--- src/rtl/scpad_pkg.sv ---
// Shared types for the scratchpad read/write crossbar arbiters.
package scpad_pkg;

  // Wide enough for the largest supported requester count (8).
  localparam int unsigned SCPAD_ID_WIDTH = 3;
  localparam int unsigned XBAR_LATENCY   = 2;

  typedef logic [SCPAD_ID_WIDTH-1:0] arb_src_t;

  // One in-flight crossbar slot: did an issue happen, and who issued it.
  typedef struct packed {
    logic     valid;
    arb_src_t src;
  } shadow_ent_t;

endpackage

--- src/rtl/scpad_rd_arbiter_rr_arbiter.sv ---
// Combinational round-robin picker: first requester at or above i_ptr, wrapping.
module rr_arbiter #(
  parameter int unsigned NUM_REQ = 3,
  parameter int unsigned IDX_W   = $clog2(NUM_REQ)
) (
  input  logic [NUM_REQ-1:0] i_req,
  input  logic [IDX_W-1:0]   i_ptr,
  output logic [NUM_REQ-1:0] o_grant,
  output logic [IDX_W-1:0]   o_idx,
  output logic               o_any
);

  logic [IDX_W:0]   w_sum;
  logic [IDX_W-1:0] w_cand;

  // Scan requesters starting at the pointer; first valid one wins.
  always_comb begin
    o_grant = '0;
    o_idx   = '0;
    o_any   = 1'b0;
    w_sum   = '0;
    w_cand  = '0;
    for (int unsigned k = 0; k < NUM_REQ; k++) begin
      w_sum = {1'b0, i_ptr} + (IDX_W+1)'(k);
      if (w_sum >= (IDX_W+1)'(NUM_REQ)) begin
        w_sum = w_sum - (IDX_W+1)'(NUM_REQ);
      end
      w_cand = w_sum[IDX_W-1:0];
      if (!o_any && i_req[w_cand]) begin
        o_any           = 1'b1;
        o_grant[w_cand] = 1'b1;
        o_idx           = w_cand;
      end
    end
  end

endmodule

--- src/rtl/scpad_rd_arbiter.sv ---
// Scratchpad read-port arbiter: round-robin issue into the crossbar, shadow
// tracking of in-flight sources, response steering and read-stall.
// Optional performance counters are built when SCPAD_ARB_PERF_EN is defined.
module scpad_rd_arbiter #(
  parameter int unsigned NUM_REQ      = 3,
  parameter int unsigned PAYLOAD_W    = 64,
  parameter int unsigned XBAR_LATENCY = scpad_pkg::XBAR_LATENCY,
  parameter int unsigned SRC_W        = $clog2(NUM_REQ)
) (
  input  logic                         clk,
  input  logic                         n_rst,
  input  logic [NUM_REQ-1:0]           req_valid,
  input  logic [NUM_REQ*PAYLOAD_W-1:0] req_payload,
  output logic [NUM_REQ-1:0]           req_ready,
  input  logic                         wr_busy,
  output logic                         xbar_valid,
  output logic [PAYLOAD_W-1:0]         xbar_payload,
  output logic [SRC_W-1:0]             xbar_src,
  output logic                         r_stall,
  input  logic                         res_valid,
  input  logic [SRC_W-1:0]             res_src,
  input  logic [NUM_REQ-1:0]           res_ready,
  output logic [NUM_REQ-1:0]           res_valid_out,
  output logic                         src_err
`ifdef SCPAD_ARB_PERF_EN
  ,
  output logic [NUM_REQ*32-1:0]        perf_grant_cnt,
  output logic [31:0]                  perf_stall_cnt
`endif
);

  import scpad_pkg::*;

  logic [NUM_REQ-1:0]   w_grant;
  logic [SRC_W-1:0]     w_idx;
  logic                 w_any;
  logic                 w_stall;
  logic                 w_can_issue;
  logic                 w_accept;
  logic [SRC_W-1:0]     w_ptr_nxt;
  logic [PAYLOAD_W-1:0] w_pay;
  logic                 w_mismatch;
  shadow_ent_t          w_tail;

  logic [SRC_W-1:0]     r_ptr;
  shadow_ent_t          r_shadow [XBAR_LATENCY];

  rr_arbiter #(
    .NUM_REQ (NUM_REQ),
    .IDX_W   (SRC_W)
  ) u_rr (
    .i_req   (req_valid),
    .i_ptr   (r_ptr),
    .o_grant (w_grant),
    .o_idx   (w_idx),
    .o_any   (w_any)
  );

  assign w_stall     = res_valid & ~res_ready[res_src];
  assign w_can_issue = ~w_stall & ~wr_busy;
  assign w_accept    = w_can_issue & w_any;
  assign req_ready   = w_can_issue ? w_grant : '0;
  assign r_stall     = w_stall;
  assign w_ptr_nxt   = (w_idx == SRC_W'(NUM_REQ-1)) ? '0 : w_idx + 1'b1;

  // Select the granted requester's payload slice.
  always_comb begin
    w_pay = '0;
    for (int unsigned i = 0; i < NUM_REQ; i++) begin
      if (w_grant[i]) w_pay = req_payload[i*PAYLOAD_W +: PAYLOAD_W];
    end
  end

  // Steer the tail response to its requester, independent of stall.
  always_comb begin
    res_valid_out = '0;
    for (int unsigned i = 0; i < NUM_REQ; i++) begin
      res_valid_out[i] = res_valid & (res_src == SRC_W'(i));
    end
  end

  // The shadow pipeline is fed from the issue register, so a request issued
  // in cycle T is expected back at the tail in cycle T+XBAR_LATENCY.
  assign w_tail     = r_shadow[XBAR_LATENCY-1];
  assign w_mismatch = (w_tail.valid != res_valid) |
                      (w_tail.valid & (w_tail.src != arb_src_t'(res_src)));

  // Issue register, round-robin pointer, shadow pipeline and sticky error.
  always_ff @(posedge clk) begin
    if (!n_rst) begin
      xbar_valid   <= 1'b0;
      xbar_payload <= '0;
      xbar_src     <= '0;
      r_ptr        <= '0;
      src_err      <= 1'b0;
      for (int unsigned i = 0; i < XBAR_LATENCY; i++) r_shadow[i] <= '0;
    end else if (!w_stall) begin
      xbar_valid <= w_accept;
      if (w_accept) begin
        xbar_payload <= w_pay;
        xbar_src     <= w_idx;
        r_ptr        <= w_ptr_nxt;
      end
      r_shadow[0] <= {xbar_valid, arb_src_t'(xbar_src)};
      for (int unsigned i = 1; i < XBAR_LATENCY; i++) r_shadow[i] <= r_shadow[i-1];
      if (w_mismatch) src_err <= 1'b1;
    end
  end

`ifdef SCPAD_ARB_PERF_EN
  logic [31:0] r_grant_cnt [NUM_REQ];
  logic [31:0] r_stall_cnt;

  // Saturating per-requester grant counters and stall-cycle counter.
  always_ff @(posedge clk) begin
    if (!n_rst) begin
      for (int unsigned i = 0; i < NUM_REQ; i++) r_grant_cnt[i] <= '0;
      r_stall_cnt <= '0;
    end else begin
      for (int unsigned i = 0; i < NUM_REQ; i++) begin
        if (w_accept && w_grant[i] && (r_grant_cnt[i] != '1)) r_grant_cnt[i] <= r_grant_cnt[i] + 1'b1;
      end
      if (w_stall && (r_stall_cnt != '1)) r_stall_cnt <= r_stall_cnt + 1'b1;
    end
  end

  for (genvar g = 0; g < NUM_REQ; g++) begin : g_perf
    assign perf_grant_cnt[g*32 +: 32] = r_grant_cnt[g];
  end
  assign perf_stall_cnt = r_stall_cnt;
`endif

endmodule

--- config.mk ---
export PLATFORM = sky130hd
export DESIGN_NAME = scpad_rd_arbiter
export DESIGN_NICKNAME = d
export VERILOG_FILES = /design/src/rtl/scpad_pkg.sv /design/src/rtl/scpad_rd_arbiter_rr_arbiter.sv /design/src/rtl/scpad_rd_arbiter.sv
export SDC_FILE = /design/constraint.sdc
export NUM_CORES = 1
export LEC_CHECK = 0
export CAP_MARGIN = 20
export CORE_MARGIN = 4
export CORE_UTILIZATION = 30
export DETAILED_ROUTE_END_ITERATION = 10
export PLACE_DENSITY_LB_ADDON = 0.1
export REMOVE_ABC_BUFFERS = 1
export SLEW_MARGIN = 20
export SYNTH_ARGS = -nofsm -noshare
export SYNTH_HDL_FRONTEND = slang
export SYNTH_SLANG_ARGS = --single-unit
export TNS_END_PERCENT = 20
--- constraint.sdc ---
create_clock -name clk -period 3.3 [get_ports clk]
set_input_delay 0.33 -clock clk [delete_from_list [all_inputs] [get_ports clk]]
set_output_delay 0.33 -clock clk [all_outputs]
set_load 0.005 [all_outputs]
==> summary.md, run 1 <==
| Metric | Value |
|---|---|
| Most common cell after layout, fill and taps aside | clkdlybuf4s50_1 |
| Post-synth cell types | 48 |
| Asr flop ratio synth | 0 |
| First-pass GRT wire length | between 30 and 40 mm |
| Status | completed |
| Flop-to-flop setup slack | about 0.29 ns |
| Gr usage total | 0.2207 |
| Clock sinks | 76 |
| DR DRC count | 0 |
| Post-DP HPWL | approximately 17 mm |
| Initial core utilization | 0.3073 |
| FF-to-FF End | xbar_payload[49]$_SDFFE_PN0P_ |
| Area leader, netlist | dfxtp_1 |
| Initial detailed-routing violation count | 455 |
| Internal power | around 2.4 mW |
| Num CTS Buffers | 9 |
| Most frequent cells in the layout | 276 x clkdlybuf4s50_1, 70 x dfxtp_1, 67 x inv_1, 67 x o21ai_0 |
| Final setup fails | 0 |
| Initial antenna violation count | 1 |
| Reg-to-Reg Start | r_ptr[1]$_SDFFE_PN0P_ |
| Final Hold Slack | about 0.5 ns |
| Part of the power in combinational logic | 0.442 |
| Peak Freq | between 300 and 400 MHz |
| CP Launch Point | r_ptr[1]$_SDFFE_PN0P_ |
| Synth Flop Type | dfxtp_1 |
| Net Sw Power | around 1.4 mW |
| Post-synth top area share | 0.2328 |
| Sequential share of the synthesized area | 0.2627 |
| Gr ovfl total | 0 |
| Fin. Hold Viols | 0 |
| Net Sw Frac | 0.3594 |
| Clock Path Buffers | 2 |
| Clk pin slew, worst setup/hold paths | approximately 0.06 ns |
| Die Ht | about 150 um |
| DIE AREA | roughly 22,000 um2 |
| Slew @ Worst Pin | 1.076 ns |
| I/O Buffers | 278 |
| RSZ-0062 raised after global routing | false |
| GPL Wtd Cong | 0.8163 |
| Power share of the clock group | 0.264 |
| Cells after synthesis | 644 |
| Fin. max-slew vios | 0 |
| Vias/cell | between 5 and 6 |
| Min-delay worst type | flop to flop |
| Skew final | 0.008798 ns |
| Syn_area_per_cell | 9.349 um2 |
| DIE WIDTH | 149.7 um |
| Fraction of layout cells with a size suffix above 1 | 0.2076 |
| Avg WL per Cell | around 23 um |
| Worst Path Arrival | ~2.8 ns |
| Peak VDD IR | between 200 and 250 uV |
| CP required | between 2 and 3 ns |
| Core ar. | 19,590 um2 |
| Critical Path Sink Type | primary output |
| YS warnings | 0 |
| Routed Antenna Nets | 0 |
| Clock root buffer | clkbuf_16 |
| Worst setup path end | req_ready[2] |
| Critical path fanouts, max | 11 |
| Total wire length | between 20 and 30 mm |
| Slew HR | 0.2811 |
| Sequential Power Share | 0.293 |
| CTS tree | built |
| FF+latch count, synth | 76 |
| Cell area after technology mapping | 6021 um2 |
| Reg2reg path depth | 8 |
| Largest cells by area after synthesis | dfxtp_1 23%, a2111oi_2 15%, a211oi_2 12% |
| Clock network latency to the later pin of the worst-skew pair | ~0.34 ns |
| Pwr Total | 3.774 mW |
| Pin count of the biggest net entering global routing | 65 |
| Fin crit share | 0.9515 |
| # nets final | between 1,000 and 1,500 |
| Critical Path Start Type | flop |
| Vias in the first global route | approximately 6,900 |
| Drt pass-1 iters | 5 |
| Leak pwr | roughly 3.0 nW |
| Number of synthesized flops with an enable pin | 6 |
| IO Pins | between 200 and 300 |
| H-tree levels | 3 |
| Tmin final | approximately 3.1 ns |
| FP Rows | roughly 50 |
| Max-cap viol count | 0 |
| P per Cell Area | slightly above 400 nW/um2 |
| Post-synthesis to final-layout area growth | 52.83% |
| Worst Path Class, Setup | flop to primary output |
| Vias | around 6,600 |
kinds of logic after synthesis:
family,Yosys count,share of synthesized area
fa+ha+maj,4,0.008313
compound gates,280,0.4657
mux,7,0.01247
buf+inv,165,0.1361
xor+xnor,2,0.002910
flops,76,0.2627
simple gates,110,0.1118
power by group through the flow:
stage / logic [mW] / registers [mW] / clock network [mW]
6_report: 1.67 / 1.11 / 0.998
5_1_grt: 1.78 / 1.12 / 1.06
4_1_cts: 1.65 / 1.11 / 1.02
3_5_place_dp: 1.64 / 1.12 / 0
3_3_place_gp: 1.62 / 1.12 / 0
2_1_floorplan: 0.787 / 1.12 / 0
critical path, stage by stage (launching register included):
cell,delay [ns]
dfxtp_1,0.36
inv_1,0.10
ha_2,0.32
mux2_2,0.39
and2_1,0.22
a222oi_1,0.32
buf_4,0.20
nor3_1,0.05
clkdlybuf4s50_1,0.50
what timing repair did:
| item | in CTS | in global routing |
|---|---|---|
| gates resized for setup | 3 | 2 |
| setup buffers | 1 | 4 |
| hold buffers | 0 | 0 |
| setup endpoints to repair | 2 | 1 |
| pin swaps | 2 | 2 |
registers in the layout, summed over array words and instances (netlist names):
name          cells
xbar_src          2
xbar_payload     64
src_err           1
xbar_valid        1
r_shadow          6
r_ptr             2
Yosys cell counts (2+ instances only):
cell type,n
nor2_1,6
a211oi_2,60
nor2b_1,6
buf_12,6
buf_4,8
clkbuf_2,8
a21oi_1,4
o21ai_0,67
buf_1,7
buf_2,26
ha_1,4
a2111oi_2,61
clkbuf_1,38
xnor2_1,2
edfxtp_1,6
inv_1,68
nand2_1,8
a32oi_1,64
dfxtp_1,70
and2_1,8
buf_6,4
a21boi_0,3
and3b_1,2
nand3b_1,2
a211o_1,2
o211a_1,3
a2111oi_0,4
mux2_2,4
a211oi_1,4
nand2b_1,6
nor4_1,64
mux2i_1,3
final cells by class:
| cell class | instances | area [um2] |
|---|---|---|
| Tap cell | 265 | 331.6 |
| Sequential cell | 76 | 1582 |
| Inverter | 68 | 259.0 |
| Antenna cell | 1 | 2.502 |
| Clock buffer | 10 | 229.0 |
| Timing Repair Buffer | 304 | 3033 |
| Clock inverter | 6 | 55.05 |
| Fill cell | 1856 | 10390 |
| Multi-Input combinational cell | 403 | 3710 |
layer usage:
layer,vias up,wire length [um],global-route usage
met5,-,0,0
met4,0,765,0.08554
met3,42,2214,0.06481
met2,296,12430,0.3538
met1,3227,10500,0.2797
li1,3017,-,-
worst min-delay path by stage:
stage / endpoint / depth (start not counted) / startpoint
after global placement: src_err$_SDFFE_PN0P_ / 1 / src_err$_SDFFE_PN0P_
final: src_err$_SDFFE_PN0P_ / 1 / src_err$_SDFFE_PN0P_
after detailed placement: src_err$_SDFFE_PN0P_ / 1 / src_err$_SDFFE_PN0P_
after global routing: src_err$_SDFFE_PN0P_ / 1 / src_err$_SDFFE_PN0P_
after floorplan: src_err$_SDFFE_PN0P_ / 1 / n_rst
after CTS: src_err$_SDFFE_PN0P_ / 1 / src_err$_SDFFE_PN0P_
per-stage QoR:
stage	util	TNS [ns]	area, um2	setup WS, ns	cells
3_3_place_gp	0.4519	0	8852	0.1973	1111
6_report	0.4697	0	9201	0.1602	1133
2_1_floorplan	-	-301.21	5456	-4.569	547
5_1_grt	0.4697	0	9201	0.01158	1133
4_1_cts	0.4673	0	9155	0.009247	1128
3_5_place_dp	0.4519	0	8852	0.1842	1111
(Power assumes the default switching activity.)
==> run 2, diff against run 1 <==
--- a/config.mk
+++ b/config.mk
@@ -5,12 +5,14 @@
 export SDC_FILE = /design/constraint.sdc
 export NUM_CORES = 1
 export LEC_CHECK = 0
+export ABC_AREA = 1
 export CAP_MARGIN = 20
 export CORE_MARGIN = 4
-export CORE_UTILIZATION = 30
+export CORE_UTILIZATION = 25
 export DETAILED_ROUTE_END_ITERATION = 10
 export PLACE_DENSITY_LB_ADDON = 0.1
 export REMOVE_ABC_BUFFERS = 1
+export SKIP_LAST_GASP = 1
 export SLEW_MARGIN = 20
 export SYNTH_ARGS = -nofsm -noshare
 export SYNTH_HDL_FRONTEND = slang
==> summary.md, run 2 <==
| Metric | Value |
|---|---|
| Status | completed |
| CP Launch Point | r_ptr[0]$_SDFFE_PN0P_ |
| RSZ-0062 raised after global routing | false |
| Slowest stage cell, crit path | clkdlybuf4s50_1 |
| Most frequent cell after synthesis | nand2_1 |
| Critical path fanouts, max | 8 |
| CP cell instances | inv_1 > ha_1 > inv_2 > nand3_1 > nand2_1 > nand3_1 > nor2_1 > nor2_4 > nor2_1 > clkdlybuf4s50_1 |
| Clock Path Buffers | 2 |
| Most common cell after layout, fill and taps aside | clkdlybuf4s50_1 |
| Clk pin slew, worst setup/hold paths | ~0.050 ns |
| Cells after synthesis | 758 |
| Net Sw Power | approximately 1.9 mW |
| I/O Buffers | 278 |
| Fin. Hold Viols | 0 |
| Largest regs | xbar_payload x64, r_shadow x6 |
| Skew final | ~0.011 ns |
| Sequential share of the synthesized area | 0.3263 |
| Flop-to-flop setup slack | around 0.66 ns |
| FP Rows | 50 |
| Asr flop ratio synth | 0 |
| Setup TNS | 0 ns |
| Internal power | ~2.8 mW |
| Pin count of the biggest net entering global routing | 67 |
| Post-synth cell types | 26 |
| FF+latch count, synth | 76 |
| Post-DP HPWL | between 10 and 15 mm |
| Gr usage total | 0.1665 |
| FF-to-FF End | xbar_payload[36]$_SDFFE_PN0P_ |
| Pwr Total | 4.661 mW |
| GR Util met2 | 0.2719 |
| Avg WL per Cell | 14.78 um |
| First-pass GRT wire length | between 20 and 30 mm |
| GPL Wtd Cong | around 0.84 |
| Fin crit share | 0.8759 |
| Initial detailed-routing violation count | 176 |
| Sequential Power Share | 0.254 |
| Largest register FFs | 64 |
| Vias in the first global route | 5,392 |
| GRT met3 Usage | 0.06570 |
| Largest delay share family, worst path | simple AND/OR/NAND/NOR gates |
| Worst Path Arrival | around 2.6 ns |
| Vias/cell | ~4.4 |
| H-tree levels | 3 |
| Final setup fails | 0 |
| Vias | around 5,600 |
| Peak Freq | between 300 and 400 MHz |
| Num CTS Buffers | 9 |
| Tmin final | approximately 2.9 ns |
| Finished Cell Area | between 8000 and 9000 um2 |
| Fin. max-slew vios | 0 |
| Final Hold Slack | 0.4594 ns |
| Area leader, netlist | dfxtp_1 |
| Post-synth top area share | 0.2891 |
| Power share of the clock group | 0.204 |
| CTS Hold Bufs | 0 |
| Resize count post-CTS | 0 |
| Grt peak-use layer | met2 |
| Final setup margin | 0.4096 ns |
| Min-delay worst type | flop to flop |
| Initial antenna violation count | 0 |
| Worst Path Class, Setup | flop to primary output |
| Critical Path Sink Type | primary output |
| Core ar. | 18,890 um2 |
| Final Non-Filler Cells | 1,267 |
| Post-DP Area | 7826 um2 |
| Crit-path max cell delay | a little over 0.5 ns |
| Fraction of layout cells with a size suffix above 1 | 0.06951 |
| Worst path buffer plus inverter count | 3 |
| Reg2reg path depth | 15 |
| DIE WIDTH | around 150 um |
| Clock network latency to the later pin of the worst-skew pair | roughly 0.34 ns |
| Gr ovfl total | 0 |
| DIE AREA | roughly 22,000 um2 |
| Syn_area_per_cell | between 6 and 7 um2 |
| # nets final | around 1,200 |
| Synth Flop Type | dfxtp_1 |
| Clock sinks | 76 |
| Initial core utilization | 0.2566 |
| DR DRC count | 0 |
| Cell area after technology mapping | just under 5000 um2 |
| CP required | between 2 and 3 ns |
| Clock root buffer | clkbuf_16 |
| P per Cell Area | between 500 and 600 nW/um2 |
| Slew @ Worst Pin | a little under 0.7 ns |
| YS warnings | 0 |
| Ant. Diodes | 0 |
| Util after Layout | 0.4291 |
| Worst setup path end | req_ready[1] |
| GR Util met1 | 0.2040 |
| Total wire length | roughly 19 mm |
| Largest cells by area after synthesis | dfxtp_1 29%, a21oi_1 18%, nand2_1 17% |
| Pre-CTS worst setup slack | about 0.66 ns |
| Part of the power in combinational logic | 0.542 |
| Most frequent cells in the layout | 278 x clkdlybuf4s50_1, 217 x nand2_1, 176 x a21oi_1 |
| Number of synthesized flops with an enable pin | 6 |
| Post-synthesis to final-layout area growth | 67.24% |
| Fill cells | about 2,000 |
| Die Ht | roughly 150 um |
| Setup Fix Bufs, Post-CTS | 0 |
| Reg-to-Reg Start | r_ptr[0]$_SDFFE_PN0P_ |
| Leak pwr | 3.373 nW |
| Drt pass-1 iters | 4 |
| Dpl cells | around 1,300 |
| Critical Path Start Type | flop |
| Slew HR | 0.5373 |
| Biggest register | xbar_payload |
| Peak VDD IR | around 260 uV |
| Routed Antenna Nets | 0 |
| Max-cap viol count | 0 |
| Levels on crit path | 10 |
| Net Sw Frac | 0.4029 |
| IO Pins | between 200 and 300 |
| CTS tree | built |
| Top cells by count, synth | 217 x nand2_1, 176 x a21oi_1, 85 x inv_1 |
[run 2: changes by cell type after synthesis, sizes merged, moves of 10 or more]
cell,delta
a211oi,-64
a32oi,-64
a21oi,+192
nand2,+214
clkbuf,-31
nand3,+85
nor4,-64
buf,-11
inv,+23
o21ai,-63
nor2,+10
a2111oi,-65
[run 2: layout make-up]
class | instances | area [um2] | share of cell area
Sequential cell | 76 | 1582 | 0.1951
Clock inverter | 1 | 5.005 | 0.0006174
Tap cell | 260 | 325.3 | 0.04013
Inverter | 91 | 341.6 | 0.04214
Clock buffer | 14 | 275.3 | 0.03396
Timing Repair Buffer | 289 | 2965 | 0.3658
Multi-Input combinational cell | 536 | 2613 | 0.3223
[run 2: worst min path at each step]
stage | cells past startpoint | slack [ns] | from | end
after floorplan | 2 | 0.44 | n_rst | src_err$_SDFFE_PN0P_
after global placement | 2 | 0.45 | xbar_payload[41]$_SDFFE_PN0P_ | xbar_payload[41]$_SDFFE_PN0P_
after detailed placement | 2 | 0.45 | src_err$_SDFFE_PN0P_ | src_err$_SDFFE_PN0P_
after CTS | 2 | 0.46 | xbar_payload[8]$_SDFFE_PN0P_ | xbar_payload[8]$_SDFFE_PN0P_
after global routing | 2 | 0.48 | xbar_payload[42]$_SDFFE_PN0P_ | xbar_payload[42]$_SDFFE_PN0P_
final | 2 | 0.46 | src_err$_SDFFE_PN0P_ | src_err$_SDFFE_PN0P_
[run 2: cells by family after synthesis]
| logic type | Yosys count | synth area share |
|---|---|---|
| AOI/OAI and AO/OA | 203 | 0.2266 |
| xor gates and xnor gates | 1 | 0.001807 |
| adders and majority gates | 4 | 0.01033 |
| buffers and inverters | 146 | 0.1368 |
| DFF | 76 | 0.3263 |
| and+or+nand+nor | 328 | 0.2981 |
[run 2: power groups by stage]
stage | Combinational, mW | Sequential (mW) | Clock (mW)
after floorplan | 1.38 | 1.21 | 0
after global placement | 2.56 | 1.20 | 0
after detailed placement | 2.56 | 1.20 | 0
after CTS | 2.57 | 1.19 | 0.994
after global routing | 2.84 | 1.21 | 1.02
final | 2.52 | 1.18 | 0.951
[run 2: per-layer routing]
layer	up-vias	routed length, um
li1	2947	-
met1	2443	7851
met2	193	8831
met3	14	1808
met4	0	229
met5	-	0
[run 2: tightest hold or removal path: stages (launching register included)]
cell and delay [ns]:
dfxtp_1 0.33, nand2_1 0.05, o21ai_0 0.05
==> run 3, diff against run 2 <==
--- a/config.mk
+++ b/config.mk
@@ -10,6 +10,7 @@
 export CORE_MARGIN = 4
 export CORE_UTILIZATION = 25
 export DETAILED_ROUTE_END_ITERATION = 10
+export HOLD_SLACK_MARGIN = 0.02
 export PLACE_DENSITY_LB_ADDON = 0.1
 export REMOVE_ABC_BUFFERS = 1
 export SKIP_LAST_GASP = 1
==> results of run 3 <==
No change in the layout: final DEF, timing and power equal those of run 2.
